===== config.mk =====
export PLATFORM = sky130hd
export DESIGN_NAME = sync_fifo_flex_flat
export DESIGN_NICKNAME = d
export VERILOG_FILES = /design/src/rtl/sync_fifo_flex_pkg.sv /design/src/rtl/sync_fifo_flex_if.sv /design/src/rtl/sync_fifo_flex_mem.sv /design/src/rtl/sync_fifo_flex.sv /design/src/flat_wrapper.sv
export SDC_FILE = /design/constraint.sdc
export NUM_CORES = 1
export LEC_CHECK = 0
export ABC_CLOCK_PERIOD_IN_PS = 2600
export CAP_MARGIN = 10
export CORE_MARGIN = 10
export CORE_UTILIZATION = 54
export DETAILED_ROUTE_END_ITERATION = 10
export HOLD_SLACK_MARGIN = 0.05
export PLACE_DENSITY_LB_ADDON = 0.1
export RECOVER_POWER = 50
export SETUP_SLACK_MARGIN = 0.1
export SKIP_CTS_REPAIR_TIMING = 1
export SYNTH_ARGS = -nofsm -noshare
export SYNTH_HDL_FRONTEND = slang
export SYNTH_SLANG_ARGS = --single-unit

===== constraint.sdc =====
create_clock -name clk -period 2.6 [get_ports clk]
set_input_delay 0.78 -clock clk [delete_from_list [all_inputs] [get_ports clk]]
set_output_delay 0.78 -clock clk [all_outputs]
set_load 0.005 [all_outputs]

===== src/rtl/sync_fifo_flex_pkg.sv =====
// Shared types and helpers for the flexible single-clock FIFO.
package fifo_pkg;

    typedef enum logic [0:0] {
        RD_REG  = 1'b0,
        RD_FWFT = 1'b1
    } rd_mode_e;

    // Explicit wrap so non-power-of-two depths never index past the last entry.
    function automatic int unsigned ptr_inc(int unsigned ptr, int unsigned depth);
        return (ptr == depth - 32'd1) ? 32'd0 : ptr + 32'd1;
    endfunction

endpackage


===== src/rtl/sync_fifo_flex_if.sv =====
// Producer/consumer bundle for sync_fifo_flex; the FIFO takes the slave side.
interface sync_fifo_flex_if #(
    parameter int unsigned DATA_W = 8,
    parameter int unsigned DEPTH  = 16
) ();

    localparam int unsigned CNT_W = $clog2(DEPTH + 1);

    logic              wr_en;
    logic [DATA_W-1:0] wr_data;
    logic              rd_en;
    logic [DATA_W-1:0] rd_data;
    logic              rd_valid;
    logic              full;
    logic              empty;
    logic              almost_full;
    logic              almost_empty;
    logic [CNT_W-1:0]  count;
    logic              overflow;
    logic              underflow;

    modport master (
        output wr_en, wr_data, rd_en,
        input  rd_data, rd_valid, full, empty, almost_full, almost_empty, count,
               overflow, underflow
    );

    modport slave (
        input  wr_en, wr_data, rd_en,
        output rd_data, rd_valid, full, empty, almost_full, almost_empty, count,
               overflow, underflow
    );

endinterface


===== src/rtl/sync_fifo_flex_mem.sv =====
// FIFO storage: synchronous write, asynchronous read, no reset.
module sync_fifo_mem #(
    parameter int unsigned DATA_W = 8,
    parameter int unsigned DEPTH  = 16,
    parameter int unsigned PTR_W  = $clog2(DEPTH)
) (
    input  logic              clk,
    input  logic              wr_en,
    input  logic [PTR_W-1:0]  wr_addr,
    input  logic [DATA_W-1:0] wr_data,
    input  logic [PTR_W-1:0]  rd_addr,
    output logic [DATA_W-1:0] rd_data
);

    logic [DATA_W-1:0] mem [DEPTH];

    always_ff @(posedge clk) begin
        if (wr_en) begin
            mem[wr_addr] <= wr_data;
        end
    end

    assign rd_data = mem[rd_addr];

endmodule


===== src/rtl/sync_fifo_flex.sv =====
// Parametrised single-clock FIFO with threshold flags, sticky error flags and
// a selectable registered or first-word-fall-through read path.
module sync_fifo_flex
    import fifo_pkg::*;
#(
    parameter int unsigned DATA_W   = 8,
    parameter int unsigned DEPTH    = 16,
    parameter int unsigned AF_LEVEL = DEPTH - 2,
    parameter int unsigned AE_LEVEL = 2,
    parameter int unsigned FWFT     = 0
) (
    input logic             clk,
    input logic             rst_n,
    sync_fifo_flex_if.slave bus
);

    localparam int unsigned PTR_W   = $clog2(DEPTH);
    localparam int unsigned CNT_W   = $clog2(DEPTH + 1);
    localparam rd_mode_e    RD_MODE = (FWFT != 0) ? RD_FWFT : RD_REG;

    logic [PTR_W-1:0]  wr_ptr_q, wr_ptr_d;
    logic [PTR_W-1:0]  rd_ptr_q, rd_ptr_d;
    logic [CNT_W-1:0]  count_q, count_d;
    logic              overflow_q, overflow_d;
    logic              underflow_q, underflow_d;
    logic              full, empty;
    logic              wr_acc, rd_acc;
    logic [DATA_W-1:0] mem_rd_data;

    assign full  = (32'(count_q) == DEPTH);
    assign empty = (count_q == '0);

    // A pop frees a slot in the same cycle, so a full FIFO still accepts a paired write.
    assign rd_acc = bus.rd_en && !empty;
    assign wr_acc = bus.wr_en && (!full || rd_acc);

    always_comb begin
        wr_ptr_d    = wr_ptr_q;
        rd_ptr_d    = rd_ptr_q;
        count_d     = count_q;
        overflow_d  = overflow_q | (bus.wr_en & full & ~bus.rd_en);
        underflow_d = underflow_q | (bus.rd_en & empty);
        if (wr_acc) begin
            wr_ptr_d = PTR_W'(ptr_inc(32'(wr_ptr_q), DEPTH));
        end
        if (rd_acc) begin
            rd_ptr_d = PTR_W'(ptr_inc(32'(rd_ptr_q), DEPTH));
        end
        unique case ({wr_acc, rd_acc})
            2'b10:   count_d = count_q + CNT_W'(1);
            2'b01:   count_d = count_q - CNT_W'(1);
            default: count_d = count_q;
        endcase
    end

    always_ff @(posedge clk or negedge rst_n) begin
        if (!rst_n) begin
            wr_ptr_q    <= '0;
            rd_ptr_q    <= '0;
            count_q     <= '0;
            overflow_q  <= 1'b0;
            underflow_q <= 1'b0;
        end else begin
            wr_ptr_q    <= wr_ptr_d;
            rd_ptr_q    <= rd_ptr_d;
            count_q     <= count_d;
            overflow_q  <= overflow_d;
            underflow_q <= underflow_d;
        end
    end

    sync_fifo_mem #(
        .DATA_W (DATA_W),
        .DEPTH  (DEPTH),
        .PTR_W  (PTR_W)
    ) u_mem (
        .clk     (clk),
        .wr_en   (wr_acc),
        .wr_addr (wr_ptr_q),
        .wr_data (bus.wr_data),
        .rd_addr (rd_ptr_q),
        .rd_data (mem_rd_data)
    );

    if (RD_MODE == RD_FWFT) begin : g_fwft
        // Memory is not cleared, so mask the head while empty to keep rd_data at 0 after reset.
        assign bus.rd_data  = empty ? '0 : mem_rd_data;
        assign bus.rd_valid = !empty;
    end else begin : g_reg
        logic [DATA_W-1:0] rd_data_q;
        logic              rd_valid_q;

        always_ff @(posedge clk or negedge rst_n) begin
            if (!rst_n) begin
                rd_data_q  <= '0;
                rd_valid_q <= 1'b0;
            end else begin
                if (rd_acc) begin
                    rd_data_q <= mem_rd_data;
                end
                rd_valid_q <= rd_acc;
            end
        end

        assign bus.rd_data  = rd_data_q;
        assign bus.rd_valid = rd_valid_q;
    end

    assign bus.full         = full;
    assign bus.empty        = empty;
    assign bus.almost_full  = (32'(count_q) >= AF_LEVEL);
    assign bus.almost_empty = (32'(count_q) <= AE_LEVEL);
    assign bus.count        = count_q;
    assign bus.overflow     = overflow_q;
    assign bus.underflow    = underflow_q;

endmodule


===== src/flat_wrapper.sv =====
// flat-port wrapper written by rule: the top's interface ports become plain ports
module sync_fifo_flex_flat import fifo_pkg::*;
#(
    parameter int unsigned DATA_W   = 8,
    parameter int unsigned DEPTH    = 16,
    parameter int unsigned AF_LEVEL = DEPTH - 2,
    parameter int unsigned AE_LEVEL = 2,
    parameter int unsigned FWFT     = 0
)
  (clk, rst_n, bus_wr_en, bus_wr_data, bus_rd_en, bus_rd_data, bus_rd_valid, bus_full, bus_empty, bus_almost_full, bus_almost_empty, bus_count, bus_overflow, bus_underflow);
  sync_fifo_flex_if #(.DATA_W(DATA_W), .DEPTH(DEPTH)) bus_i ();
  input logic clk;
  input logic rst_n;
  input wire logic [$bits(bus_i.wr_en)-1:0] bus_wr_en;
  input wire logic [$bits(bus_i.wr_data)-1:0] bus_wr_data;
  input wire logic [$bits(bus_i.rd_en)-1:0] bus_rd_en;
  output wire logic [$bits(bus_i.rd_data)-1:0] bus_rd_data;
  output wire logic [$bits(bus_i.rd_valid)-1:0] bus_rd_valid;
  output wire logic [$bits(bus_i.full)-1:0] bus_full;
  output wire logic [$bits(bus_i.empty)-1:0] bus_empty;
  output wire logic [$bits(bus_i.almost_full)-1:0] bus_almost_full;
  output wire logic [$bits(bus_i.almost_empty)-1:0] bus_almost_empty;
  output wire logic [$bits(bus_i.count)-1:0] bus_count;
  output wire logic [$bits(bus_i.overflow)-1:0] bus_overflow;
  output wire logic [$bits(bus_i.underflow)-1:0] bus_underflow;
  assign bus_i.wr_en = bus_wr_en;
  assign bus_i.wr_data = bus_wr_data;
  assign bus_i.rd_en = bus_rd_en;
  assign bus_rd_data = bus_i.rd_data;
  assign bus_rd_valid = bus_i.rd_valid;
  assign bus_full = bus_i.full;
  assign bus_empty = bus_i.empty;
  assign bus_almost_full = bus_i.almost_full;
  assign bus_almost_empty = bus_i.almost_empty;
  assign bus_count = bus_i.count;
  assign bus_overflow = bus_i.overflow;
  assign bus_underflow = bus_i.underflow;
  sync_fifo_flex #(.DATA_W(DATA_W), .DEPTH(DEPTH), .AF_LEVEL(AF_LEVEL), .AE_LEVEL(AE_LEVEL), .FWFT(FWFT)) u_core (.clk(clk), .rst_n(rst_n), .bus(bus_i));
endmodule

==> flow_summary.toml, run 1 <==
[status]
outcome = "finished clean"

[yosys]
synth-seq-cells = 152
syn-num-nets = 355
synth_edf_count = 128
synth_flop_cell = "edfxtp_1"
netlist_area_sq_um = 6160
async_flop_share = 0.158
synth.distinct_cells = 47
postSynthAreaPerCell_sq_um = 18.3
syn_inst = 337
synth_seq_area_share = 0.721
synth_warnings = 0

[pwr]
p_leak_uw = 0.00272
power_per_cell_area_nw_per_um2 = 1140
vdd_ir_drop_max_v = 0.000855

[floorplanning]
start_util = 0.561
io_pins = 32
fp.dieW_um = 127
dieArea_sq_um = 16100
die-height_um = 127
core_sq_um = 11000
rows = 38

[final_layout]
seq_area_sq_um = 4450
stdcell_count = 560
multi_input_area_sq_um = 1650
areaGrowthSynthToFinish_pct = 24.9
n_antenna_cell = 0
fin_nets = 425
drive_above_1_share = 0.312
fillers = 691

[drt]
wl_per_cell_um = 22.1
route.detailed.drc = 0
drtAntennaViolNets = 0
wl_um = 12400
drt_iter0_markers = 385
drtPass1Iterations = 5
vias_per_cell = 5.95
vias = 3332

[setup_path]
critPathTopFamily = "simple AND/OR/NAND/NOR gates"
cp.required_ps = 1820
startpoint_type = "register"
critPathBufInv = 2
critical-path-slowest-cell = "or4_4"
cpPeakStageDelay_ps = 610
crit_fanout = 5
cp_cell_sequence = "or4_4, buf_6, nor2_4, clkbuf_2"
cp.arrival_ps = 1780
r2r_slack_ps = 150
crit_type = "register to output port"
endpoint_kind = "output port"

[global_routing]
grt_pass1_wl_um = 19500
grt_pass1_vias = 3455
grt_antenna_before_repair = 0
grt_max_degree = 38
grt-ovfl-total = 0
grt.total_usage = 0.161

[clocking]
cts.path.max_buffers = 2
cts_num_sinks = 152
cts_root_buf = "clkbuf_16"
htreeDepth = 4
clock_latency_ps = 410
clkTransAtPathRegs_ps = 60
cts_tree = "done"
cts_buffers = 17

[sta]
period_needed_ps = 2560
slew_viol_final = 0
finalHoldViolCount = 0
slew_headroom = 0.325
fin_worst_skew_ps = 6.42
setup_tns_ps = 0
fin_crit_sh = 0.983
rsz0062_at_grt = "true"
setup_violations = 0
fmax_mhz = 391
worst_pin_slew_ps = 1010

[placed_design]
port-buffer-count = 31
gp_congestion = 0.767
hpwl_um = 7870
dp.cells = 524

[hold_path]
hp-class = "register to register"

[flow_run]
maxCapViolCount = 0
==> routing by layer <==
| metal | up-vias | track usage | share of wire |
|---|---|---|---|
| met3 | 13 | 0.0429 | 0.051 |
| met4 | 0 | 0.0569 | 0.013 |
| met1 | 1719 | 0.205 | 0.43 |
| li1 | 1508 | - | - |
| met2 | 92 | 0.260 | 0.51 |
| met5 | - | 0 | 0 |
==> where the power goes <==
group	switching, uW	internal, uW	leakage, uW	total, uW
Combinational	1270	1360	0.000944	2630
Clock	910	1990	0.000345	2900
Sequential	236	3000	0.00144	3240
==> metrics by stage <==
step           hold WS (ps)  setup WS, ps  utilization  area, sq um  total power, uW
4_1_cts                 460          -323        0.695         7640             8780
3_3_place_gp            446         -41.2        0.631         6930             5820
6_report                457          44.7        0.701         7700             8760
3_5_place_dp            446         -90.1        0.631         6930             5860
5_1_grt                 499         -15.6        0.701         7700             9210
2_1_floorplan           451         -54.1            -         6180             4860
==> flip-flops by register name, summed over array words and instances (netlist names) <==
name                  cells
u_core.rd_ptr_q           4
u_core.wr_ptr_q           4
u_core.bus.underflow      1
u_core.bus.overflow       1
u_core.bus.count          5
u_core.u_mem.mem        128
u_core.bus.rd_data        8
u_core.bus.rd_valid       1
==> cell usage in the layout, fill, tap and decap left out, types with 8 or more instances in the layout <==
master	count
mux2_2	8
nor2_1	8
clkdlybuf4s50_1	27
bufinv_16	8
clkbuf_16	17
dfrtp_1	22
a21oi_1	10
o22ai_1	17
mux4_2	32
edfxtp_1	128
buf_4	32
inv_1	9
nand2_1	8
and3_1	8
==> final timing paths <==
check,depth (start not counted),to,from
hold reg to reg,1,u_core.bus.underflow,u_core.bus.underflow
setup / recovery,4,bus_empty,u_core.bus.count[3]
min in group asynchronous,1,u_core.rd_ptr_q[1],rst_n
hold / removal,1,u_core.bus.underflow,u_core.bus.underflow
max in group asynchronous,2,u_core.bus.count[4],rst_n
setup reg to reg,9,u_core.bus.count[4],u_core.bus.count[3]
==> area by class of cell <==
class,instances,share of cell area
clock buffers,18,0.0558
repair buffers,71,0.0891
clock inverters,14,0.0359
flip-flops and latches,152,0.578
well taps,140,0.0228
multi-input cells,155,0.214
inverters,10,0.00488
==> cell usage after synthesis (2+ instances only) <==
| cell | instances | share of area |
|---|---|---|
| nand3_1 | 5 | 0.0041 |
| buf_6 | 2 | 0.0037 |
| o211ai_1 | 2 | 0.0024 |
| o21ai_1 | 2 | 0.0016 |
| a21o_1 | 3 | 0.0037 |
| dfrtp_1 | 24 | 0.097 |
| a211oi_1 | 2 | 0.0024 |
| buf_2 | 6 | 0.0049 |
| nor4_1 | 5 | 0.0051 |
| xor2_1 | 4 | 0.0057 |
| inv_1 | 9 | 0.0055 |
| nor2b_1 | 2 | 0.0020 |
| nor3_1 | 3 | 0.0024 |
| nand2_1 | 8 | 0.0049 |
| nor2_1 | 10 | 0.0061 |
| edfxtp_1 | 128 | 0.62 |
| o21ai_0 | 4 | 0.0032 |
| buf_1 | 2 | 0.0012 |
| and3_1 | 8 | 0.0081 |
| xnor2_1 | 2 | 0.0028 |
| a21oi_1 | 10 | 0.0081 |
| mux2_2 | 8 | 0.015 |
| clkbuf_1 | 10 | 0.0061 |
| nand2b_1 | 2 | 0.0020 |
| o22ai_1 | 17 | 0.017 |
| mux4_2 | 32 | 0.12 |
| o41ai_1 | 2 | 0.0028 |
| ha_1 | 6 | 0.012 |
==> cell families after synthesis <==
kind of cell / share of synthesized area
flip-flops: 0.721
buffers and inverters: 0.0219
XOR/XNOR: 0.00853
multiplexers: 0.133
AND/OR/NAND/NOR: 0.0410
adder cells (fa/ha/maj): 0.0122
AO/OA/AOI/OAI: 0.0617
No activity file was read; power rests on OpenSTA's default activity.
==> run 2: changes to the inputs <==
- CAP_MARGIN: 10 -> 40
==> results of run 2 <==
Same layout as run 1: the final DEF is identical, and so are final timing and power.
==> run 3: changes to the inputs <==
--- a/config.mk
+++ b/config.mk
@@ -17,2 +17,3 @@
 export SKIP_CTS_REPAIR_TIMING = 1
+export SLEW_MARGIN = 30
 export SYNTH_ARGS = -nofsm -noshare
==> constraint.sdc (replaced) <==
create_clock -name clk -period 2.6 [get_ports clk]
set_input_delay 0.52 -clock clk [delete_from_list [all_inputs] [get_ports clk]]
set_output_delay 0.52 -clock clk [all_outputs]
set_load 0.005 [all_outputs]
==> run 3 against run 2 <==
- sequential cell count unchanged
- core utilization decreased by 2.2 points
- via count decreased by 2.4%
- sequential power about the same
- count of clock-buffer cells in the layout increased by 1
- clock power decreased by 13%
- sequential share of layout area increased by 1.9 points
- cell area decreased by 3.1%
- total power decreased by 5.9%
- maximum frequency increased by 3.8%
- non-clock buffer count decreased by 11
==> flow_summary.toml, run 3 (same netlist as run 1, synthesis figures left out) <==
[status]
outcome = "finished clean"

[drt]
drtAntennaViolNets = 0
route.detailed.drc = 0
vias = 3253
vias_per_cell = 5.93
wl_per_cell_um = 22.2
drtPass1Iterations = 5
wl_um = 12200
drt_iter0_markers = 318

[final_layout]
drive_above_1_share = 0.276
fillers = 707
largest_register = "u_core.u_mem.mem"
stdcell_count = 549
fin_util = 0.679
final_cell_mix = "edfxtp_1 (128), mux4_2 (32), buf_4 (23)"
fin_nets = 414
n_antenna_cell = 0
layout_commonest_cell = "edfxtp_1"
largest_reg_flops = 128
areaGrowthSynthToFinish_pct = 21.0

[sta]
fin_ws_ps = 138
finalHoldViolCount = 0
setup_violations = 0
rsz0062_at_grt = "true"
fmax_mhz = 406
period_needed_ps = 2460
fin_crit_sh = 0.947
slew_headroom = 0.0622
worst_pin_slew_ps = 1410
fin_worst_skew_ps = 9.69
slew_viol_final = 0

[setup_path]
crit_fanout = 6
r2r_cells = 10
cp.arrival_ps = 2790
startpoint_type = "register"
crit_type = "register to register"
endpoint_kind = "register"
cp.required_ps = 2930

[placed_design]
gp_congestion = 0.802
dp.cells = 516
port-buffer-count = 31
pre_cts_ws_ps = 67.4
hpwl_um = 7730

[pwr]
power.share.combinational = 0.302
clkPwrFrac = 0.305
p_switching_uw = 2420
internal_power_uw = 5820
power_uw = 8240
switching_share = 0.294
p_leak_uw = 0.00262
power_per_cell_area_nw_per_um2 = 1110
vdd_ir_drop_max_v = 0.000963
share_seq_of_total_power = 0.393

[floorplanning]
fp.dieW_um = 127
start_util = 0.561
rows = 38
io_pins = 32
die-height_um = 127
core_sq_um = 11000
dieArea_sq_um = 16100

[clocking]
cts_num_sinks = 152
cts_tree = "done"
cts_buffers = 17
clkTransAtPathRegs_ps = 60
htreeDepth = 4
cts.path.max_buffers = 2
clock_latency_ps = 420
cts_root_buf = "clkbuf_16"

[flow_run]
maxCapViolCount = 0

[global_routing]
grt.total_usage = 0.156
grt_antenna_before_repair = 0
grt-ovfl-total = 0
grt_pass1_vias = 3302
grt_pass1_wl_um = 19100
grt_max_degree = 38

[hold_path]
worstHoldPathCells = 1
hp-class = "register to register"
## run 3: changes by cell type in the layout (fill, tap and decap cells not counted), moves of 3 or more
cell             before  now
bufinv_16             8    3
clkinv_2              3    0
buf_12                6    2
clkdlybuf4s50_1      27   19
dlygate4sd3_1         1    9
buf_4                32   23
clkinv_4              2    5
## run 3: power by group through the flow
stage                     Combinational, uW  Clock (uW)  Sequential [uW]
after floorplan                        1630           0             3200
after global placement                 2470           0             3270
after detailed placement               2490           0             3290
after CTS                              2500        2560             3240
after global routing                   2700        2660             3280
final                                  2490        2520             3240
## run 3: critical path, stage by stage, from the launching register on
cell and delay [ps]:
dfrtp_1 380, or4_4 550, buf_6 160, o21ai_4 140, nor2_1 60, xor2_1 150
ha_2 190, or3_4 350, nor3_4 140, a211oi_1 90, a211oi_1 160
## run 3: path summary, 6_finish.rpt
kind,endpoint,start,slack [ps]
max,u_core.bus.count[4],u_core.bus.count[0],140
min,u_core.bus.underflow,u_core.bus.underflow,460
max reg2reg,u_core.bus.count[4],u_core.bus.count[0],140
min reg2reg,u_core.bus.underflow,u_core.bus.underflow,460
max in group asynchronous,u_core.bus.count[4],rst_n,730
min in group asynchronous,u_core.rd_ptr_q[1],rst_n,950
## run 3: metal layers
layer  share of wire  track usage  vias up
met5               0            0        -
met1            0.42        0.206     1664
met3           0.064       0.0483        9
li1                -            -     1485
met2            0.50        0.238       95
met4          0.0085       0.0616        0
## run 3: metrics by stage
stage          TNS (ps)  area [sq um]  hold WS (ps)
3_5_place_dp          0          6820           453
5_1_grt               0          7460           472
4_1_cts            -380          7430           464
2_1_floorplan         0          6170           224
3_3_place_gp          0          6820           445
6_report              0          7460           460
## run 3: final cells by class
type	count	area (sq um)	area share
sequential	152	4450	0.596
multi-input combinational	155	1630	0.219
timing repair buffer	60	553	0.0742
clock buffer	19	443	0.0594
tap	140	175	0.0235
clock inverter	13	170	0.0228
inverter	10	37.5	0.00503
